$ cat config.mk
export PLATFORM = sky130hd
export DESIGN_NAME = dc1_fill
export DESIGN_NICKNAME = d
export VERILOG_FILES = /design/src/rtl/dc1_fill_pkg.sv /design/src/rtl/dc1_fill.sv
export SDC_FILE = /design/constraint.sdc
export NUM_CORES = 1
export LEC_CHECK = 0
export BUFFER_PORTS_ARGS = -buffer_cell sky130_fd_sc_hd__buf_2
export CAP_MARGIN = 20
export CORE_AREA = 2 2 346 348
export CTS_CLUSTER_DIAMETER = 150
export DETAILED_ROUTE_END_ITERATION = 16
export DIE_AREA = 0 0 348 350
export PLACE_DENSITY = 0.46
export SLEW_MARGIN = 40
export SYNTH_ARGS = -nofsm -noshare
export SYNTH_HDL_FRONTEND = slang
export SYNTH_SLANG_ARGS = --single-unit
$ cat constraint.sdc
create_clock -name clk -period 3.46 [get_ports clk]
set_clock_uncertainty 0.15 [all_clocks]
set_input_delay 0.519 -clock clk [delete_from_list [all_inputs] [get_ports clk]]
set_output_delay 0.519 -clock clk [all_outputs]
set_load 0.05 [all_outputs]
$ cat src/rtl/dc1_fill_pkg.sv
// Shared dcache fill definitions: geometry, line type, fill FSM states and request payload.
package dc1_fill_pkg;

    localparam int unsigned NPHYS      = 55;
    localparam int unsigned BEAT_W     = 128;
    localparam int unsigned LINE_W     = 512;
    localparam int unsigned NBEATS     = LINE_W / BEAT_W;
    localparam int unsigned BEAT_IDX_W = 2;
    localparam int unsigned OFFSET_W   = 6;
    localparam int unsigned SET_W      = 6;
    localparam int unsigned LADDR_W    = NPHYS - OFFSET_W;
    localparam int unsigned TAG_W      = NPHYS - OFFSET_W - SET_W;

    typedef logic [LINE_W-1:0] line_t;

    typedef enum logic [1:0] {
        FILL_IDLE    = 2'd0,
        FILL_COLLECT = 2'd1,
        FILL_WRITE   = 2'd2,
        FILL_DONE    = 2'd3
    } fill_state_t;

    typedef struct packed {
        logic [LADDR_W-1:0]    line_addr;
        logic [BEAT_IDX_W-1:0] first;
    } fill_req_t;

endpackage

$ cat src/rtl/dc1_fill.sv
// L1 data cache line-fill engine: collects four wrapped beats, forwards the critical one,
// then writes the assembled line and its tag into the dc1 arrays.
module dc1_fill
    import dc1_fill_pkg::*;
(
    input  logic                  clk,
    input  logic                  reset_n,
    input  logic                  req_valid,
    output logic                  req_ready,
    input  logic [LADDR_W-1:0]    req_addr,
    input  logic [BEAT_IDX_W-1:0] req_first,
    input  logic                  beat_valid,
    output logic                  beat_ready,
    input  logic [BEAT_W-1:0]     beat_data,
    input  logic                  beat_last,
    input  logic                  beat_err,
    output logic                  crit_valid,
    output logic [BEAT_W-1:0]     crit_data,
    output logic [BEAT_IDX_W-1:0] crit_idx,
    output logic                  wr_req,
    input  logic                  wr_gnt,
    output logic                  wen,
    output logic [SET_W-1:0]      waddr,
    output logic [LINE_W-1:0]     din,
    output logic [TAG_W-1:0]      tin,
    output logic                  done_valid,
    output logic                  done_err,
    output logic                  busy
);

    fill_state_t           state_q, state_d;
    fill_req_t             req_q;
    logic [BEAT_IDX_W-1:0] cnt_q, cnt_d;
    logic                  err_q, err_d;
    line_t                 line_q;
    logic                  req_fire;
    logic                  beat_fire;

    // Beat k of a wrapped burst lands in slot (first + k) mod NBEATS.
    function automatic logic [BEAT_IDX_W-1:0] slot_of(input logic [BEAT_IDX_W-1:0] first,
                                                      input logic [BEAT_IDX_W-1:0] k);
        return BEAT_IDX_W'(first + k);
    endfunction

    always_ff @(posedge clk) begin
        if (!reset_n) begin
            state_q <= FILL_IDLE;
        end else begin
            state_q <= state_d;
        end
    end

    always_comb begin
        state_d    = state_q;
        cnt_d      = cnt_q;
        err_d      = err_q;
        req_ready  = 1'b0;
        beat_ready = 1'b0;
        wr_req     = 1'b0;
        done_valid = 1'b0;
        done_err   = 1'b0;
        req_fire   = 1'b0;
        beat_fire  = 1'b0;
        case (state_q)
            FILL_IDLE: begin
                req_ready = 1'b1;
                if (req_valid) begin
                    req_fire = 1'b1;
                    cnt_d    = '0;
                    err_d    = 1'b0;
                    state_d  = FILL_COLLECT;
                end
            end
            FILL_COLLECT: begin
                beat_ready = 1'b1;
                if (beat_valid) begin
                    beat_fire = 1'b1;
                    cnt_d     = BEAT_IDX_W'(cnt_q + BEAT_IDX_W'(1));
                    if (beat_err) begin
                        err_d = 1'b1;
                    end
                    // A burst must end exactly on its fourth beat; either mismatch aborts the fill.
                    if (cnt_q == BEAT_IDX_W'(NBEATS - 1)) begin
                        if (!beat_last) begin
                            err_d = 1'b1;
                        end
                        state_d = (err_q || beat_err || !beat_last) ? FILL_DONE : FILL_WRITE;
                    end else if (beat_last) begin
                        err_d   = 1'b1;
                        cnt_d   = '0;
                        state_d = FILL_DONE;
                    end
                end
            end
            FILL_WRITE: begin
                wr_req = 1'b1;
                if (wr_gnt) begin
                    state_d = FILL_DONE;
                end
            end
            FILL_DONE: begin
                done_valid = 1'b1;
                done_err   = err_q;
                state_d    = FILL_IDLE;
            end
            default: begin
                state_d = FILL_IDLE;
            end
        endcase
    end

    always_ff @(posedge clk) begin
        if (!reset_n) begin
            req_q  <= '0;
            cnt_q  <= '0;
            err_q  <= 1'b0;
            line_q <= '0;
        end else begin
            cnt_q <= cnt_d;
            err_q <= err_d;
            if (req_fire) begin
                req_q.line_addr <= req_addr;
                req_q.first     <= req_first;
            end
            if (beat_fire) begin
                line_q[int'(slot_of(req_q.first, cnt_q)) * BEAT_W +: BEAT_W] <= beat_data;
            end
        end
    end

    // Critical beat bypasses the line buffer so the load pipe can restart a cycle early.
    assign crit_valid = beat_fire && (cnt_q == '0);
    assign crit_data  = crit_valid ? beat_data : '0;
    assign crit_idx   = crit_valid ? req_q.first : '0;

    assign wen   = wr_req & wr_gnt;
    assign waddr = req_q.line_addr[SET_W-1:0];
    assign tin   = req_q.line_addr[LADDR_W-1:SET_W];
    assign din   = line_q;
    assign busy  = (state_q != FILL_IDLE);

endmodule

Yosys cells after proc, flatten, opt, wreduce, memory -nomap -nowiden
Cells that the tools add are included.
{"block": "word_totals", "register_bits": 568, "latchBits": 0, "mem_bits_rw": 0, "rom_bits": 0, "output_inout_bits": 699, "memories": 0}
{"block": "op_classes", "addsub": 3, "mul": 0, "div": 0, "n_lt_le_gt_ge": 0, "n_eq_ne": 8, "shifts": 2, "n_mux": 31, "bitwise_logic": 1, "n_reduce_logical": 10}
{"operator": "$bwmux W512", "n": 1}
{"operator": "$shift A128 B34 Y512 const A", "n": 1}
{"operator": "$shiftx A128 B34 Y512", "n": 1}
{"operator": "$mux W128", "n": 1}
{"operator": "$neg A9 Y34", "n": 1}
{"operator": "$mux W2", "n": 10}
{"operator": "$mux W1", "n": 16}
{"operator": "$pmux W2 S4", "n": 1}
{"operator": "$eq A2 B2 Y1 const B", "n": 3}
{"operator": "$ne A2 B2 Y1 const B", "n": 3}
{"operator": "$logic_not A2 Y1", "n": 2}
{"operator": "$pmux W2 S2", "n": 1}
{"operator": "$reduce_and A4 Y1", "n": 1}
{"operator": "$reduce_bool A2 Y1", "n": 2}
{"operator": "$ne A3 B3 Y1 const B", "n": 1}
{"operator": "$reduce_and A3 Y1", "n": 1}
{"operator": "$add A2 B1 Y2 const B", "n": 1}
{"operator": "$add A2 B2 Y2", "n": 1}
{"operator": "$eq A2 B1 Y1 const B", "n": 1}
{"operator": "$logic_or A1 B1 Y1", "n": 2}
{"operator": "$pmux W1 S2", "n": 1}
{"operator": "$and A1 B1 Y1", "n": 1}
{"operator": "$logic_and A1 B1 Y1", "n": 1}
{"operator": "$logic_not A1 Y1", "n": 1}

Depth between registers and ports, before layout
Gate-level depths: netlist (run 1).
{"block": "logic_depth", "depth_word": 6, "mapped_depth": 11, "depth_no_buf": 9}

Worst setup path before layout (run 1)
OpenSTA, ideal clock, no wires.
{"block": "synth_path", "kind": "reg-to-output", "from": "register state_q[1]", "to": "output crit_data[119]", "arrival_ps": 2388, "path_slack_ps": 403, "stages_incl_launch_ff": 7, "n_path_buf": 2, "path_cell_list": "dfxtp_1 > inv_1 > ha_1 > and3_1 > clkbuf_1 > clkbuf_1 > and2_1"}
{"block": "synth_between", "elab_chain_cells": 4}
{"item": "from (decl)", "line": "dc1_fill.sv:31", "source": "fill_state_t state_q, state_d;"}
{"item": "from (signal assigned)", "line": "dc1_fill.sv:49", "source": "state_q <= state_d;"}
{"item": "$eq A2 B1 Y1", "line": "dc1_fill.sv:64", "source": "case (state_q)"}
{"item": "$mux W1", "line": "dc1_fill.sv:64"}
{"item": "$logic_and A1 B1 Y1", "line": "dc1_fill.sv:132", "source": "assign crit_valid = beat_fire && (cnt_q == '0);"}
{"item": "via crit_valid", "line": "dc1_fill.sv:17", "source": "output logic crit_valid,"}
{"item": "$mux W128", "line": "dc1_fill.sv:133", "source": "assign crit_data = crit_valid ? beat_data : '0;"}
{"item": "to (decl)", "line": "dc1_fill.sv:18", "source": "output logic [BEAT_W-1:0] crit_data,"}
The timed path passes the listed nets, and every way through them passes these cells.

Final worst setup path (run 1)
{"block": "layout_path", "from": "register state_q[1]", "to": "output crit_data[13]"}
{"block": "layout_between", "elab_chain_cells": 4}
{"item": "$eq A2 B1 Y1", "line": "dc1_fill.sv:64"}
{"item": "$mux W1", "line": "dc1_fill.sv:64"}
{"item": "$logic_and A1 B1 Y1", "line": "dc1_fill.sv:132"}
{"item": "$mux W128", "line": "dc1_fill.sv:133"}
Every way passes these cells.

==> run summary, run 1 <==
DP Area -> 0.02787 sq mm
Syn. warnings -> 0
Remaining Overflow, GRT -> 0
Average wire per standard cell -> 19.84 microns
Final net count -> 3625
DRT met1 WL -> 42200 microns
Largest family of logic cells by synthesized area -> simple AND/OR/NAND/NOR gates
Switch share -> 34.53%
Startpoint types -> flop
Distinct cells, synth -> 35
Int Power -> 12.46 mW
Worst Path Buf+Inv -> 3
Full die area -> 0.1218 sq mm
Number of clock sinks -> 568
Vias in the first global route -> 20130
Worst-path maximum fanout -> 69
Register area share after synthesis -> 52.09%
Filler cell count -> 12960
Final setup margin -> 0.3324 ns
First-pass GRT wire length -> 142100 microns
Antenna violations before repair -> 6
Post-CTS sizing -> 0
Area share of the largest cell type after synthesis -> 52.09%
Mapped cell area -> 0.02183 sq mm
Fmax achieved -> 319.7 MHz
DP HPWL -> 69320 microns
Comb power frac -> 24.4%
Vias -> 21360
Core Region -> 0.1178 sq mm
Drt first pass iters -> 5
Starting Density -> 18.54%
Post-synthesis async set-or-reset flop share -> 0%
Post-route clock period utilization -> 90.39%
CP delay by family, top -> buffers and inverters
Cell at the slowest stage of the critical path -> and2_1
Layout Cells excl Fill -> 5015
Slew Limit Fails -> 0
Type of the worst setup path -> reg2out
Post-Syn Area per Cell -> 8.383 sq um
Final-report hold violation count -> 0
Critical Path End Type -> output pin
Synth Area in Adders -> 0.6305%
TritonCTS Buffers -> 69
Synth Register Bits -> 568
Compound-gate portion of the synthesized area -> 8.764%
Worst-path clk slew -> 0.06 ns
Leak -> 14.24 nW
Synth Area in Simple Gates -> 26.04%
Die Height -> 350 microns
H-tree levels -> 3
Fin util -> 26.30%
Max incr delay on CP -> 0.37 ns
Setup_tns -> 0 ns
Total Routed Length -> 99500 microns
Post-synth EDFFs -> 0
Pwr per Cell Area -> 614.4 mW/mm^2
Number of DRC markers in iteration 0 -> 1541
Critical path data arrival time -> 2.46 ns
Clock Tree Buf Depth -> 3
Routed length on met3 -> 7864 microns
Final Critical Period -> 3.128 ns
Status -> finished clean
CTS Root Cell -> clkbuf_16
Cell taking the most area after synthesis -> dfxtp_1
CTS tree -> yes
Die width -> 348 microns
Synth-to-layout area growth -> 41.87%
Core Rows -> 126
Reg power frac -> 36.5%
Hold_ws -> 0.06168 ns
Sw Pwr -> 6.570 mW
Clock share of power -> 39.1%
DR vias/cell -> 4.260
Layout cells sized above 1 -> 30.91%
Slew headroom -> 46.46%
Synth Instances -> 2604
Req. time, crit path -> 2.79 ns
Largest net degree at the start of global routing -> 167
Max-cap violations -> 0
Tot Pwr -> 19.03 mW
Max Used Layer -> met4
Setup WS pre-CTS -> 0.6310 ns
GRT Overall Usage -> 15.48%
Setup violators final -> 0
Post-synth top flop -> dfxtp_1
Clock Latency Late Sink -> 0.61 ns
Crit-path cells -> inv_1 -> ha_1 -> and3_4 -> buf_12 -> and2_1 -> buf_2
DRC -> 0
I/O Buffers -> 884
RSZ-0062 raised after global routing -> no
Worst hold path type -> in2reg
Mux contribution to synthesized area -> 6.012%
Post-DRT Antenna Nets -> 0
Post-Synth XOR/XNOR Area -> 0.1548%
Synthesized net count -> 2801
IO Count -> 885
Finished Cell Area -> 0.03097 sq mm
Setup bufs post-CTS -> 0
Inst Count DP -> 4816
Metal2 WL -> 47070 microns
Top cells by area, synth -> dfxtp_1 52%, nand2_1 11%, nand3_1 8.9%, mux2i_1 6.0%, a22oi_1 4.4%
Least-Margin Pin Slew -> 0.8031 ns
Maximum vdd drop -> 0.2759 mV
GPL Wtd Cong -> 0.7858
cells by family (layout without fill, tap and decap cells):
group | after synthesis | in the layout
AND/OR/NAND/NOR | 1285 | 1285
flip-flops | 568 | 568
AO/OA/AOI/OAI | 315 | 315
buffers and inverters | 291 | 1162
multiplexers | 131 | 131
adder cells (fa/ha/maj) | 11 | 11
XOR/XNOR | 3 | 3
other | 0 | 4
layout by cell type (no fill, tap or decap), types with 11 or more instances in the layout:
cell type,netlist,routed
and2_1,134,133
dfxtp_1,568,568
mux2i_1,130,130
buf_2,36,883
clkbuf_8,0,12
clkbuf_16,0,71
o21ai_0,123,123
nor2_1,131,131
clkbuf_1,177,17
buf_12,0,31
a21oi_1,53,53
nand3_1,388,386
ha_1,11,11
dlygate4sd3_1,0,75
nand2_1,620,619
buf_4,52,39
a22oi_1,128,128
synthesized netlist by cell type (36+ instances only):
cell type	number
nand2_1	620
a21oi_1	53
buf_4	52
dfxtp_1	568
nand3_1	388
and2_1	134
o21ai_0	123
mux2i_1	130
buf_2	36
nor2_1	131
a22oi_1	128
clkbuf_1	177
registers in the layout, summed over array words and instances (netlist names):
register,count
din,512
tin,43
waddr,6
cnt_q,2
req_q,2
state_q,2
err_q,1
worst reg2reg max path: stages, from the launching register on:
cell and delay, ns:
dfxtp_1 0.33, ha_1 0.21, xnor2_1 0.23, xnor2_2 0.18
inv_2 0.11, ha_1 0.28, nor2_1 0.09, nor4b_2 0.51
buf_12 0.28, buf_12 0.25, nand3_1 0.12, nand2_1 0.08
area by class of cell:
type	count	area, sq um	share of cell area [%]
Sequential cell	568	11370	36.72
Tap cell	1536	1922	6.206
Timing Repair Buffer	1032	6181	19.96
Multi-Input combinational cell	1745	9148	29.54
Antenna cell	4	10.01	0.03232
Clock buffer	100	2006	6.476
Inverter	12	52.55	0.1697
Clock inverter	18	280.3	0.9050
routing by layer:
| metal | up-vias | track usage [%] |
|---|---|---|
| met1 | 10180 | 19.31 |
| met3 | 127 | 4.784 |
| met5 | - | 0 |
| met4 | 0 | 4.020 |
| li1 | 10280 | - |
| met2 | 778 | 25.81 |
power groups by stage:
| stage | clock, mW | sequential (mW) | combinational [mW] |
|---|---|---|---|
| 2_1_floorplan | 0 | 7.56 | 2.69 |
| 3_3_place_gp | 0 | 7.07 | 4.57 |
| 3_5_place_dp | 0 | 7.08 | 4.60 |
| 4_1_cts | 7.66 | 6.94 | 4.68 |
| 5_1_grt | 7.90 | 6.97 | 4.90 |
| 6_report | 7.45 | 6.94 | 4.64 |
path summary, 6_finish.rpt:
| path | from | end | slack, ns | depth (start not counted) |
|---|---|---|---|---|
| max | state_q[1] | crit_data[13] | 0.33 | 6 |
| max reg2reg | req_q[0] | din[348] | 0.61 | 11 |
| min | beat_data[87] | din[343] | 0.06 | 3 |
| min reg2reg | din[300] | din[300] | 0.29 | 2 |
what timing repair did:
| item | CTS | global route |
|---|---|---|
| setup endpoints to repair | 0 | 0 |
| endpoints found under the hold margin | 102 | 0 |
| hold buffers | 75 | 0 |
(Power assumes the default switching activity.)
==> inputs of run 2 (changes only) <==
==> constraint.sdc (replaced) <==
create_clock -name clk -period 3.5 [get_ports clk]
set_clock_uncertainty 0.15 [all_clocks]
set_input_delay 0.525 -clock clk [delete_from_list [all_inputs] [get_ports clk]]
set_output_delay 0.525 -clock clk [all_outputs]
set_load 0.05 [all_outputs]
==> run 2 against run 1 <==
- sequential share of layout area hardly changed
- global-route usage fell by 0.058 points
- critical path depth is the same
- sequential cell count unchanged
- count of clock-buffer cells in the layout decreased by 2
==> run summary, run 2 (synthesis results as in run 1) <==
Remaining Overflow, GRT -> 0 (unchanged)
Average wire per standard cell -> 19.82 microns (about the same)
Worst Path Buf+Inv -> 3 (unchanged)
Synth-to-layout area growth -> 41.73% (about the same)
Sw Pwr -> 6.501 mW (-1.0%)
Cell at the slowest stage of the critical path -> ha_2
Worst-path maximum fanout -> 63 (-8.7%)
Post-route clock period utilization -> 93.23%
Req. time, crit path -> 2.82 ns (+0.03 ns)
Clock Latency Late Sink -> 0.61 ns (about the same)
Most frequent cells in the layout -> 883 x buf_2, 619 x nand2_1, 568 x dfxtp_1, 386 x nand3_1, 133 x and2_1
Finished Cell Area -> 0.03094 sq mm (about the same)
Post-DRT Antenna Nets -> 0 (unchanged)
Critical path data arrival time -> 2.59 ns (+0.13 ns)
Slew Limit Fails -> 0 (unchanged)
Setup violators final -> 0 (unchanged)
TritonCTS Buffers -> 69 (unchanged)
Die Height -> 350 microns (unchanged)
RSZ-0062 raised after global routing -> no
Maximum vdd drop -> 0.3695 mV (+34%)
WHS Path Cells -> 3 (unchanged)
Status -> finished clean
Final net count -> 3627 (+0.055%)
Reg power frac -> 36.8% (+0.3 points)
Type of the worst setup path -> reg2out
Die width -> 348 microns (unchanged)
Antenna violations before repair -> 3 (-3)
Commonest non-fill, non-tap cell in the layout -> buf_2
Final Critical Period -> 3.263 ns
H-tree levels -> 3 (unchanged)
CP delay by family, top -> buffers and inverters
Pwr per Cell Area -> 602.0 mW/mm^2 (-2.0%)
Crit-path cells -> inv_1 -> ha_2 -> and3_4 -> buf_12 -> and2_1 -> buf_2
Least-Margin Pin Slew -> 0.8362 ns (+0.03313 ns)
Vias -> 21330 (-0.16%)
Int Power -> 12.13 mW (-2.7%)
CP Depth -> 6 (unchanged)
GPL Wtd Cong -> 0.7934 (+0.97%)
DRC -> 0 (unchanged)
Drt first pass iters -> 5 (unchanged)
Reg2Reg Depth -> 10 (-1)
Total Routed Length -> 99460 microns (about the same)
Setup_tns -> 0 ns (unchanged)
Worst-path clk slew -> 0.06 ns (about the same)
Switch share -> 34.90% (+0.37 points)
Layout cells sized above 1 -> 30.53% (-0.37 points)
Slew headroom -> 44.25% (-2.2 points)
Starting Density -> 18.54% (unchanged)
CTS tree -> yes
Startpoint types -> flop
CTS Root Cell -> clkbuf_16
DP Area -> 0.02766 sq mm (-0.74%)
Clock Tree Buf Depth -> 3 (unchanged)
Number of DRC markers in iteration 0 -> 1468 (-4.7%)
Core Rows -> 126 (unchanged)
Fmax achieved -> 306.5 MHz
Number of clock sinks -> 568 (unchanged)
IO Count -> 885 (unchanged)
Core Region -> 0.1178 sq mm (unchanged)
Clock share of power -> 39.0% (about the same)
Comb power frac -> 24.2% (-0.2 points)
Max incr delay on CP -> 0.37 ns (about the same)
Vias in the first global route -> 20260 (+0.64%)
GRT Overall Usage -> 15.43% (-0.058 points)
Filler cell count -> 12860 (-0.73%)
Tot Pwr -> 18.63 mW (-2.1%)
Largest net degree at the start of global routing -> 157 (-6.0%)
DR vias/cell -> 4.251 (-0.20%)
DP HPWL -> 68070 microns (-1.8%)
Worst hold path type -> in2reg
Max reg flops -> 512 (unchanged)
Leak -> 14.22 nW (-0.16%)
I/O Buffers -> 884 (unchanged)
Critical Path End Type -> output pin
Full die area -> 0.1218 sq mm (unchanged)
Max-cap violations -> 0 (unchanged)
Final-report hold violation count -> 0 (unchanged)
First-pass GRT wire length -> 141300 microns (-0.56%)
[run 2: routing by layer]
metal / wire (microns) / GRT usage, % / share of wire [%] / vias up
met2: 46170 / 25.28 / 46 / 766
met1: 42130 / 18.86 / 42 / 10120
met3: 7961 / 4.890 / 8.0 / 151
met5: 13 / 0 / 0.013 / -
li1: - / - / - / 10300
met4: 3189 / 5.769 / 3.2 / 2
[run 2: path summary, 6_finish.rpt]
path	start	end	slack, ns
setup / recovery	state_q[1]	crit_data[98]	0.24
hold / removal	beat_data[63]	din[319]	0.06
setup reg to reg	req_q[0]	din[230]	0.65
hold reg to reg	din[361]	din[361]	0.29
[run 2: worst min-delay path, cell delays in order]
cell and delay, ns:
buf_2 0.14, nand3_1 0.07, nand2_1 0.04
[run 2: power groups by stage]
| stage | Sequential, mW | Combinational, mW | Clock (mW) |
|---|---|---|---|
| 2_1_floorplan | 7.47 | 2.66 | 0 |
| 3_3_place_gp | 6.99 | 4.43 | 0 |
| 3_5_place_dp | 7.00 | 4.44 | 0 |
| 4_1_cts | 6.86 | 4.53 | 7.47 |
| 5_1_grt | 6.88 | 4.75 | 7.70 |
| 6_report | 6.86 | 4.50 | 7.27 |
[run 2: final cells by class]
class | count | area [sq um] | area share, %
Clock inverter | 21 | 254.0 | 0.8209
Timing Repair Buffer | 1034 | 6176 | 19.96
Inverter | 12 | 52.55 | 0.1698
Tap cell | 1536 | 1922 | 6.212
Clock buffer | 98 | 2007 | 6.487
Sequential cell | 568 | 11370 | 36.75
Multi-Input combinational cell | 1745 | 9150 | 29.57
Antenna cell | 3 | 7.507 | 0.02426
[run 2: through the flow]
stage / hold slack, ns / std cells / utilization, % / setup slack (ns)
floorplan: 0.2867 / 2604 / - / 0.4371
global placement: 0.2832 / 4798 / 23.49 / 0.7125
detailed placement: 0.2877 / 4798 / 23.49 / 0.6709
CTS: 0.0006927 / 5012 / 26.22 / 0.01834
global route: 0.03630 / 5014 / 26.27 / 0.08995
finish: 0.05957 / 5017 / 26.27 / 0.2369
[run 2: what timing repair did]
action / CTS / global route
setup buffers: 0 / 0
resized for setup: 0 / 1
endpoints found under the hold margin: 142 / 0
setup endpoints to repair: 0 / 80
hold buffers: 95 / 0
